[src/rtl/prog_updown_counter_if.sv]
// Control/status bundle for prog_updown_counter.
// The controller side drives the commands and the counter side drives the status.
interface prog_updown_counter_if #(
  parameter int WIDTH = 8
);
  logic             start;
  logic             stop;
  logic             enable;
  logic             up_dn;
  logic             auto_reload;
  logic [WIDTH-1:0] load_value;
  logic [WIDTH-1:0] count;
  logic             busy;
  logic             done;
  logic             tc;

  modport master (
    output start, stop, enable, up_dn, auto_reload, load_value,
    input  count, busy, done, tc
  );

  modport slave (
    input  start, stop, enable, up_dn, auto_reload, load_value,
    output count, busy, done, tc
  );
endinterface

[src/rtl/prog_updown_counter.sv]
// Start/stop controlled up/down counter with a programmable terminal value.
// It has one-shot and auto-reload modes and a one-cycle terminal-count pulse.
module prog_updown_counter #(
  parameter int WIDTH = 8
) (
  input logic                  clock,
  input logic                  reset,
  prog_updown_counter_if.slave bus
);
  localparam logic [1:0]       IDLE = 2'd0;
  localparam logic [1:0]       RUN  = 2'd1;
  localparam logic [1:0]       DONE = 2'd2;
  localparam logic [WIDTH-1:0] ZERO = {WIDTH{1'b0}};
  localparam logic [WIDTH-1:0] ONE  = {{(WIDTH-1){1'b0}}, 1'b1};

  logic [1:0]       state_r, state_s;
  logic [WIDTH-1:0] count_r, count_s;
  logic [WIDTH-1:0] l_r, l_s;
  logic             dir_r, dir_s;
  logic             ar_r, ar_s;
  logic             tc_r, tc_s;
  logic             busy_r, busy_s;
  logic             done_r, done_s;
  logic [WIDTH-1:0] target_s;

  // Next-state decode: stop beats start, and start beats counting.
  always_comb begin
    state_s  = state_r;
    count_s  = count_r;
    l_s      = l_r;
    dir_s    = dir_r;
    ar_s     = ar_r;
    tc_s     = 1'b0;
    target_s = dir_r ? l_r : ZERO;
    if (bus.stop) begin
      state_s = IDLE;
    end else if (bus.start) begin
      l_s     = bus.load_value;
      dir_s   = bus.up_dn;
      ar_s    = bus.auto_reload;
      count_s = bus.up_dn ? ZERO : bus.load_value;
      state_s = RUN;
    end else begin
      case (state_r)
        IDLE: state_s = IDLE;
        RUN: begin
          if (!bus.enable) begin
            state_s = RUN;
          end else if (count_r == target_s) begin
            tc_s = 1'b1;
            if (ar_r) begin
              count_s = dir_r ? ZERO : l_r;
            end else begin
              state_s = DONE;
            end
          end else begin
            count_s = dir_r ? (count_r + ONE) : (count_r - ONE);
          end
        end
        DONE:    state_s = DONE;
        default: state_s = IDLE;
      endcase
    end
    busy_s = (state_s == RUN);
    done_s = (state_s == DONE);
  end

  // State and output registers.
  always_ff @(posedge clock or posedge reset) begin
    if (reset) begin
      state_r <= IDLE;
      count_r <= ZERO;
      l_r     <= ZERO;
      dir_r   <= 1'b0;
      ar_r    <= 1'b0;
      tc_r    <= 1'b0;
      busy_r  <= 1'b0;
      done_r  <= 1'b0;
    end else begin
      state_r <= state_s;
      count_r <= count_s;
      l_r     <= l_s;
      dir_r   <= dir_s;
      ar_r    <= ar_s;
      tc_r    <= tc_s;
      busy_r  <= busy_s;
      done_r  <= done_s;
    end
  end

  assign bus.count = count_r;
  assign bus.busy  = busy_r;
  assign bus.done  = done_r;
  assign bus.tc    = tc_r;
endmodule

[src/flat_wrapper.sv]
// flat-port wrapper written by rule: the top's interface ports become plain ports
module prog_updown_counter_flat 
#(
  parameter int WIDTH = 8
)
  (clock, reset, bus_start, bus_stop, bus_enable, bus_up_dn, bus_auto_reload, bus_load_value, bus_count, bus_busy, bus_done, bus_tc);
  prog_updown_counter_if #(.WIDTH(WIDTH)) bus_i ();
  input logic clock;
  input logic reset;
  input wire logic [$bits(bus_i.start)-1:0] bus_start;
  input wire logic [$bits(bus_i.stop)-1:0] bus_stop;
  input wire logic [$bits(bus_i.enable)-1:0] bus_enable;
  input wire logic [$bits(bus_i.up_dn)-1:0] bus_up_dn;
  input wire logic [$bits(bus_i.auto_reload)-1:0] bus_auto_reload;
  input wire logic [$bits(bus_i.load_value)-1:0] bus_load_value;
  output wire logic [$bits(bus_i.count)-1:0] bus_count;
  output wire logic [$bits(bus_i.busy)-1:0] bus_busy;
  output wire logic [$bits(bus_i.done)-1:0] bus_done;
  output wire logic [$bits(bus_i.tc)-1:0] bus_tc;
  assign bus_i.start = bus_start;
  assign bus_i.stop = bus_stop;
  assign bus_i.enable = bus_enable;
  assign bus_i.up_dn = bus_up_dn;
  assign bus_i.auto_reload = bus_auto_reload;
  assign bus_i.load_value = bus_load_value;
  assign bus_count = bus_i.count;
  assign bus_busy = bus_i.busy;
  assign bus_done = bus_i.done;
  assign bus_tc = bus_i.tc;
  prog_updown_counter #(.WIDTH(WIDTH)) u_core (.clock(clock), .reset(reset), .bus(bus_i));
endmodule
[config.mk]
export PLATFORM = sky130hd
export DESIGN_NAME = prog_updown_counter_flat
export DESIGN_NICKNAME = d
export VERILOG_FILES = /design/src/rtl/prog_updown_counter_if.sv /design/src/rtl/prog_updown_counter.sv /design/src/flat_wrapper.sv
export SDC_FILE = /design/constraint.sdc
export NUM_CORES = 1
export LEC_CHECK = 0
export BUFFER_PORTS_ARGS = -buffer_cell sky130_fd_sc_hd__buf_2
export CORE_MARGIN = 2
export CORE_UTILIZATION = 50
export DETAILED_ROUTE_END_ITERATION = 12
export PLACE_DENSITY = 0.71
export SKIP_LAST_GASP = 1
export SYNTH_ARGS = -nofsm -noshare
export SYNTH_HDL_FRONTEND = slang
export SYNTH_SLANG_ARGS = --single-unit
export TNS_END_PERCENT = 100
[constraint.sdc]
create_clock -name clock -period 3.2 [get_ports clock]
set_input_delay 0.32 -clock clock [delete_from_list [all_inputs] [get_ports clock]]
set_output_delay 0.32 -clock clock [all_outputs]
set_load 0.03 [all_outputs]
==> results of run 1 <==
[cell usage after synthesis (all sizes together), types with 2 or more instances]
cell type / n / area share
a21oi: 7 / 0.020
nand4: 3 / 0.011
nor3: 7 / 0.020
or3: 3 / 0.011
nand2: 16 / 0.035
and4bb: 4 / 0.029
buf: 5 / 0.030
dfrtp: 23 / 0.33
o211ai: 3 / 0.013
nor2: 10 / 0.022
a21o: 2 / 0.0087
a32oi: 2 / 0.032
o21ai: 9 / 0.026
and2: 2 / 0.0087
a211oi: 6 / 0.026
a311oi: 2 / 0.020
xnor2: 7 / 0.035
nor3b: 2 / 0.0087
a41oi: 7 / 0.040
a31oi: 8 / 0.056
inv: 7 / 0.015
xor2: 3 / 0.015
a22oi: 2 / 0.014
ha: 8 / 0.058
and3: 2 / 0.0072
mux2: 8 / 0.052
[power groups by stage]
stage | registers [uW] | clock network (uW) | logic [uW]
floorplan | 475 | 0 | 412
global placement | 433 | 0 | 559
detailed placement | 437 | 0 | 576
CTS | 432 | 147 | 578
global route | 445 | 158 | 636
finish | 434 | 146 | 580
[state kept, by name, summed over array words and instances, names as in the netlist]
signal,cells
u_core.bus.busy,1
u_core.dir_r,1
u_core.ar_r,1
u_core.l_r,8
u_core.bus.count,8
u_core.bus.done,1
u_core.state_r,2
u_core.bus.tc,1
[cell families after synthesis]
kind of cell               share of synthesized area
AOI/OAI and AO/OA                              0.269
buffers and inverters                         0.0556
xor gates and xnor gates                      0.0505
DFF                                            0.332
adders and majority gates                     0.0693
muxes                                         0.0520
and+or+nand+nor                                0.171
[layer usage]
layer	global-route usage	up-vias	routed length [um]
met5	0	-	0
met4	0.0944	0	98
met3	0.0198	9	179
met2	0.388	45	2000
met1	0.245	727	1680
li1	-	694	-
[placed cells by master, fill, tap and decap left out, types with 2 or more instances in the layout]
cell	Yosys	layout
or3_1	3	3
a41oi_1	6	6
inv_1	7	7
o211ai_1	3	3
buf_4	1	2
xnor2_1	7	7
mux2_2	8	8
nor3b_1	2	2
a21oi_1	7	7
nor3_1	7	7
a32oi_4	2	2
and4bb_2	3	3
o21ai_0	9	9
dfrtp_1	23	23
nor2_1	10	10
buf_2	0	25
nand2_1	16	16
a31oi_1	2	2
a21o_1	2	2
nand4_1	3	3
clkbuf_4	0	3
a22oi_2	2	2
a31oi_2	5	5
xor2_1	3	3
and3_1	2	2
a211oi_1	6	6
ha_1	8	8
[final cells by class]
type,instances,area share
clock buffers,4,0.0139
inverters,8,0.0178
multi-input cells,132,0.560
flip-flops and latches,23,0.304
well taps,46,0.0304
repair buffers,27,0.0740
[timing repair]
item	in CTS	in global routing
hold endpoints to repair	0	0
resized for setup	0	1
endpoints found under the setup margin	0	1
[worst min path at each step]
stage	start	end	slack, ns	cells past startpoint
6_report	reset	u_core.bus.busy$_DFF_PP0_	0.15	2
5_1_grt	reset	u_core.l_r[3]$_DFFE_PP0P_	0.21	2
4_1_cts	reset	u_core.l_r[3]$_DFFE_PP0P_	0.19	2
3_5_place_dp	reset	u_core.bus.busy$_DFF_PP0_	0.56	2
3_3_place_gp	reset	u_core.bus.busy$_DFF_PP0_	0.53	2
2_1_floorplan	reset	u_core.ar_r$_DFFE_PP0P_	0.32	1
[stage by stage]
stage                     cells  hold WS (ns)  utilization  area, um^2  worst slack, ns
after floorplan             170         0.322            -        1730            0.785
after global placement      236         0.528        0.559        1860            0.477
after detailed placement    236         0.557        0.559        1860            0.366
after CTS                   240         0.191        0.567        1890            0.336
after global routing        240         0.214        0.568        1890            0.156
final                       240         0.153        0.568        1890            0.423
[worst reg2reg max path, delay by kind of cell, from the launching register on]
kind                       cells  cell delay (ns)
buffers and inverters          1             0.41
DFF                            1             0.64
xor gates and xnor gates       1             0.08
and+or+nand+nor                1             0.30
AOI/OAI and AO/OA              4             0.77
adders and majority gates      1             0.53
==> reports/qor.csv, run 1 <==
stage,metric,value,unit
clocking,cts-htree-levels,1,
die,start_util,0.519,
critical_path,cp.required,3.46,ns
sta,setup_viol_count_final,0,
critical_path,crit_path_end_kind,flip-flop,
placement,gp_congestion,0.862,
sta,min_period,2.78,ns
clocking,cts_buffer_depth,2,
layout,diodes,0,
synth,syn-num-nets,194,
critical_path,crit_buf_inv,1,
layout,ff_latch_area,576,um^2
layout,fin_nets,219,
layout,syn2layout_area_growth,9.31,%
clocking,clk_latency,0.33,ns
drt,route.vias.total,1475,
synth,yosys_warnings,0,
die,num_io_pins,26,
critical_path,crit_chain,"clkinvlp_4, fa_1, a211oi_1, o21bai_1, a21oi_1, xor2_1, or3_1, a31oi_1",
power,seqPwrFrac,0.374,
critical_path,worst_path_dominant_cell_family,compound AO/OA/AOI/OAI gates,
sta,finalSetupTns,0,ns
power,swShare,0.444,
power,p_leak,0.000739,uW
layout,fillers,317,
placement,dpl.hpwl,2.89,mm
synth,synthArstFlopShare,1.00,
drt,final_antenna_net_count,0,
synth,syn-instance-count,170,
sta,report.final.slew_viol_count,0,
sta,skew,0.00132,ns
critical_path,path_depth,8,
synth,synthDistinctLibCells,45,
job,maxCapViolCount,0,
clocking,post_cts_buffers,0,
synth,synthFlopType,dfrtp_1,
clocking,numClockSinks,23,
die,coreArea,3340,um^2
sta,max-slew-margin-rel,0.409,
critical_path,slowest_delay,0.64,ns
clocking,numCtsBuffers,3,
critical_path,worstReg2RegStart,u_core.dir_r$_DFFE_PP0P_,
critical_path,startpoint_type,flip-flop,
global_route,grt_start_max_net_pins,24,
critical_path,worstPathMaxFanout,16,
global_route,grt_overflow,0,
critical_path,crit_slowest_cell,dfrtp_1,
die,die_h,62.9,um
clocking,clk_pin_slew,0.13,ns
sta,max_freq,360,MHz
power,p_comb_frac,0.501,
drt,firstDrtPassIters,4,
synth,netlist_area,1730,um^2
clocking,root_buffer,clkbuf_4,
sta,worst_slew_pin_slew,0.886,ns
layout,drive_gt1_frac,0.284,
die,rows,21,
drt,drtIter0Drc,44,
critical_path,path_class,reg2reg,
outcome,status,completed,
power,switching_power,515,uW
synth,synth.avg_cell_area,10.2,um^2
power,peakVddDrop,0.299,mV
critical_path,r2r_cells,8,
sta,grt_setup_unrepaired,no,
clocking,cts_hold_buf,0,
critical_path,worstPathArrival,3.04,ns
global_route,grt_pass1_vias,1429,
synth,ys_seq_elements,23,
power,p_total,1160,uW
synth,synth-seq-area-share,0.332,
global_route,grt_pass1_wl,6.64,mm
drt,via_per_inst,6.15,
drt,wirelength,3.95,mm
die,fp.dieW,62.9,um
drt,drc,0,
placement,numPortBuffers,25,
global_route,grt_antenna_before_repair,0,
sta,finalHoldViolations,0,
layout,multi_input_area,1060,um^2
critical_path,rr_endpoint,u_core.bus.count[6]$_DFFE_PP0P_,
power,intPower,645,uW
clocking,cts_tree,built,
critical_path,endpoint,u_core.bus.count[6]$_DFFE_PP0P_,
critical_path,r2r_slack,0.42,ns
critical_path,cp-startpoint,u_core.dir_r$_DFFE_PP0P_,
power,clockPowerShare,0.125,
sta,finalCritPeriodShare,0.868,
hold_path,min_path_type,in2async,
power,cellPowerDensity,612,nW/um^2
drt,wl_per_cell,16.5,um
synth,synth_edf_count,0,
die,dieArea,3950,um^2
global_route,grt.total_usage,0.211,
(Power assumes the default switching activity.)
==> run 2, diff against run 1 <==
--- a/config.mk
+++ b/config.mk
@@ -5,6 +5,7 @@
 export SDC_FILE = /design/constraint.sdc
 export NUM_CORES = 1
 export LEC_CHECK = 0
+export ABC_AREA = 1
 export BUFFER_PORTS_ARGS = -buffer_cell sky130_fd_sc_hd__buf_2
 export CORE_MARGIN = 2
 export CORE_UTILIZATION = 50
==> reports/qor.csv, run 2 <==
stage,metric,value,unit
layout,drive_gt1_frac,0.197,
synth,synth_top_cell_by_area,dfrtp_1,
synth,synthDistinctLibCells,26,
outcome,status,completed,
power,cellPowerDensity,639,nW/um^2
sta,report.final.slew_viol_count,0,
sta,min_period,2.25,ns
clocking,clk_pin_slew,0.08,ns
drt,drtIter0Drc,65,
placement,place_worst_setup_slack,0.931,ns
layout,fin_nets,315,
critical_path,r2r_slack,0.95,ns
global_route,grt_overflow,0,
critical_path,path_class,reg2reg,
placement,numPortBuffers,25,
synth,yosysTopAreaCellShare,0.309,
global_route,grt.total_usage,0.210,
drt,route.vias.total,1698,
layout,fillers,373,
synth,yosys_warnings,0,
sta,setup_ws,0.952,ns
synth,synth.avg_cell_area,7.06,um^2
synth,netlist_area,1860,um^2
layout,ff_latch_area,576,um^2
drt,firstDrtPassIters,4,
clocking,numClockSinks,23,
power,peakVddDrop,0.330,mV
die,start_util,0.513,
drt,drc,0,
clocking,cts_buffer_depth,2,
die,rows,22,
synth,synth_commonest_cells,"98 x nand2_1, 37 x inv_1, 31 x nand3_1",
synth,synth_edf_count,0,
global_route,grt_pass1_vias,1557,
power,p_total,1320,uW
sta,max_freq,445,MHz
sta,finalCritPeriodShare,0.702,
global_route,grt_pass1_wl,7.02,mm
layout,multi_input_area,1100,um^2
global_route,grt_antenna_before_repair,0,
die,fp.dieW,65.0,um
die,coreArea,3630,um^2
clocking,clk_latency,0.27,ns
sta,max-slew-margin-rel,0.416,
layout,final_cell_mix,"98 x nand2_1, 37 x inv_1, 31 x nand3_1",
clocking,cts-htree-levels,1,
critical_path,startpoint_type,flip-flop,
synth,syn-num-nets,288,
sta,grt_setup_unrepaired,no,
drt,wirelength,4.05,mm
die,die_h,65.0,um
critical_path,cp.required,3.36,ns
sta,finalSetupTns,0,ns
power,p_leak,0.00118,uW
hold_path,min_path_type,in2async,
synth,synthFlopType,dfrtp_1,
critical_path,worstPathArrival,2.41,ns
clocking,numCtsBuffers,3,
job,maxCapViolCount,0,
sta,finalHoldViolations,0,
drt,via_per_inst,5.02,
critical_path,crit_path_end_kind,flip-flop,
die,num_io_pins,26,
clocking,post_cts_buffers,0,
global_route,grt_start_max_net_pins,27,
die,dieArea,4230,um^2
drt,wl_per_cell,12.0,um
clocking,cts.repair.resized,0,
sta,worst_slew_pin_slew,0.875,ns
sta,skew,0.00375,ns
placement,dpl.hpwl,3.03,mm
layout,diodes,0,
clocking,cts_tree,built,
placement,gp_congestion,0.888,
synth,syn-instance-count,264,
synth,synthArstFlopShare,1.00,
drt,final_antenna_net_count,0,
clocking,cts_hold_buf,0,
synth,synth_area_leaders,"dfrtp_1 31%, nand2_1 20%, nand3_1 8.3%, inv_1 7.5%, ha_1 5.4%",
synth,yosysMostFrequentCell,nand2_1,
clocking,root_buffer,clkbuf_8,
synth,synth-seq-area-share,0.309,
critical_path,worstPathMaxFanout,16,
synth,ys_seq_elements,23,
layout,final_common_cell,nand2_1,
layout,syn2layout_area_growth,10.7,%
sta,setup_viol_count_final,0,
-- run 2: cell count changes after synthesis, moves of 6 or more --
cell | before | now
a41oi_1 | 6 | 0
nor3_1 | 7 | 1
a211oi_1 | 6 | 0
nand2_2 | 0 | 9
nand3_1 | 1 | 31
nand2_1 | 16 | 98
inv_1 | 7 | 37
-- run 2: final timing paths --
| path | startpoint | endpoint | cells after the start |
|---|---|---|---|
| setup / recovery | u_core.dir_r$_DFFE_PP0P_ | u_core.bus.count[7]$_DFFE_PP0P_ | 14 |
| hold / removal | reset | u_core.l_r[7]$_DFFE_PP0P_ | 2 |
| setup reg to reg | u_core.dir_r$_DFFE_PP0P_ | u_core.bus.count[7]$_DFFE_PP0P_ | 14 |
| hold reg to reg | u_core.l_r[2]$_DFFE_PP0P_ | u_core.l_r[2]$_DFFE_PP0P_ | 2 |
| max in group asynchronous | reset | u_core.bus.count[1]$_DFFE_PP0P_ | 2 |
| min in group clock | bus_load_value[6] | u_core.l_r[6]$_DFFE_PP0P_ | 2 |
-- run 2: worst max-delay path, stage by stage (launching register included) --
cell,delay [ns]
dfrtp_1,0.35
clkinv_1,0.41
ha_1,0.52
nand3_1,0.11
nand3_1,0.16
nand2_1,0.13
nand2_1,0.06
nand2_1,0.05
nand2_1,0.05
nand2_1,0.05
nand2_1,0.05
nand2_1,0.05
nand2_1,0.06
nand2_1,0.05
nand2_1,0.05
-- run 2: per-layer routing --
metal / vias to the layer above / GRT usage / part of all wire
met3: 4 / 0.0278 / 0.037
met2: 34 / 0.340 / 0.46
met4: 0 / 0.0573 / 0.013
met5: - / 0 / 0
li1: 885 / - / -
met1: 775 / 0.294 / 0.49
-- run 2: layout make-up --
type / count / share of cell area
sequential: 23 / 0.279
clock inverter: 1 / 0.00243
multi-input combinational: 198 / 0.534
tap: 48 / 0.0291
inverter: 39 / 0.0710
clock buffer: 3 / 0.0200
timing repair buffer: 26 / 0.0643
-- run 2: report_power, final --
group	internal, uW	leakage, uW	switching [uW]
registers	342	0.000288	74.9
clock network	87.0	0.0000255	98.2
logic	254	0.000865	462
total	683	0.00118	635
-- run 2: logic make-up (layout without fill, tap and decap cells) --
logic type      Yosys count  count (layout)  synth area share
mux                       4               4            0.0242
simple gates            166             166             0.444
xor+xnor                  4               4            0.0188
compound gates           15              15            0.0403
fa+ha+maj                 9               9            0.0645
buf+inv                  43              69            0.0994
flops                    23              23             0.309
-- run 2: stage by stage --
| step | util | instances | cell area [um^2] | hold WS (ns) |
|---|---|---|---|---|
| 2_1_floorplan | - | 264 | 1860 | 0.322 |
| 3_3_place_gp | 0.555 | 334 | 2020 | 0.525 |
| 3_5_place_dp | 0.555 | 334 | 2020 | 0.536 |
| 4_1_cts | 0.568 | 338 | 2060 | 0.266 |
| 5_1_grt | 0.568 | 338 | 2060 | 0.288 |
| 6_report | 0.568 | 338 | 2060 | 0.227 |
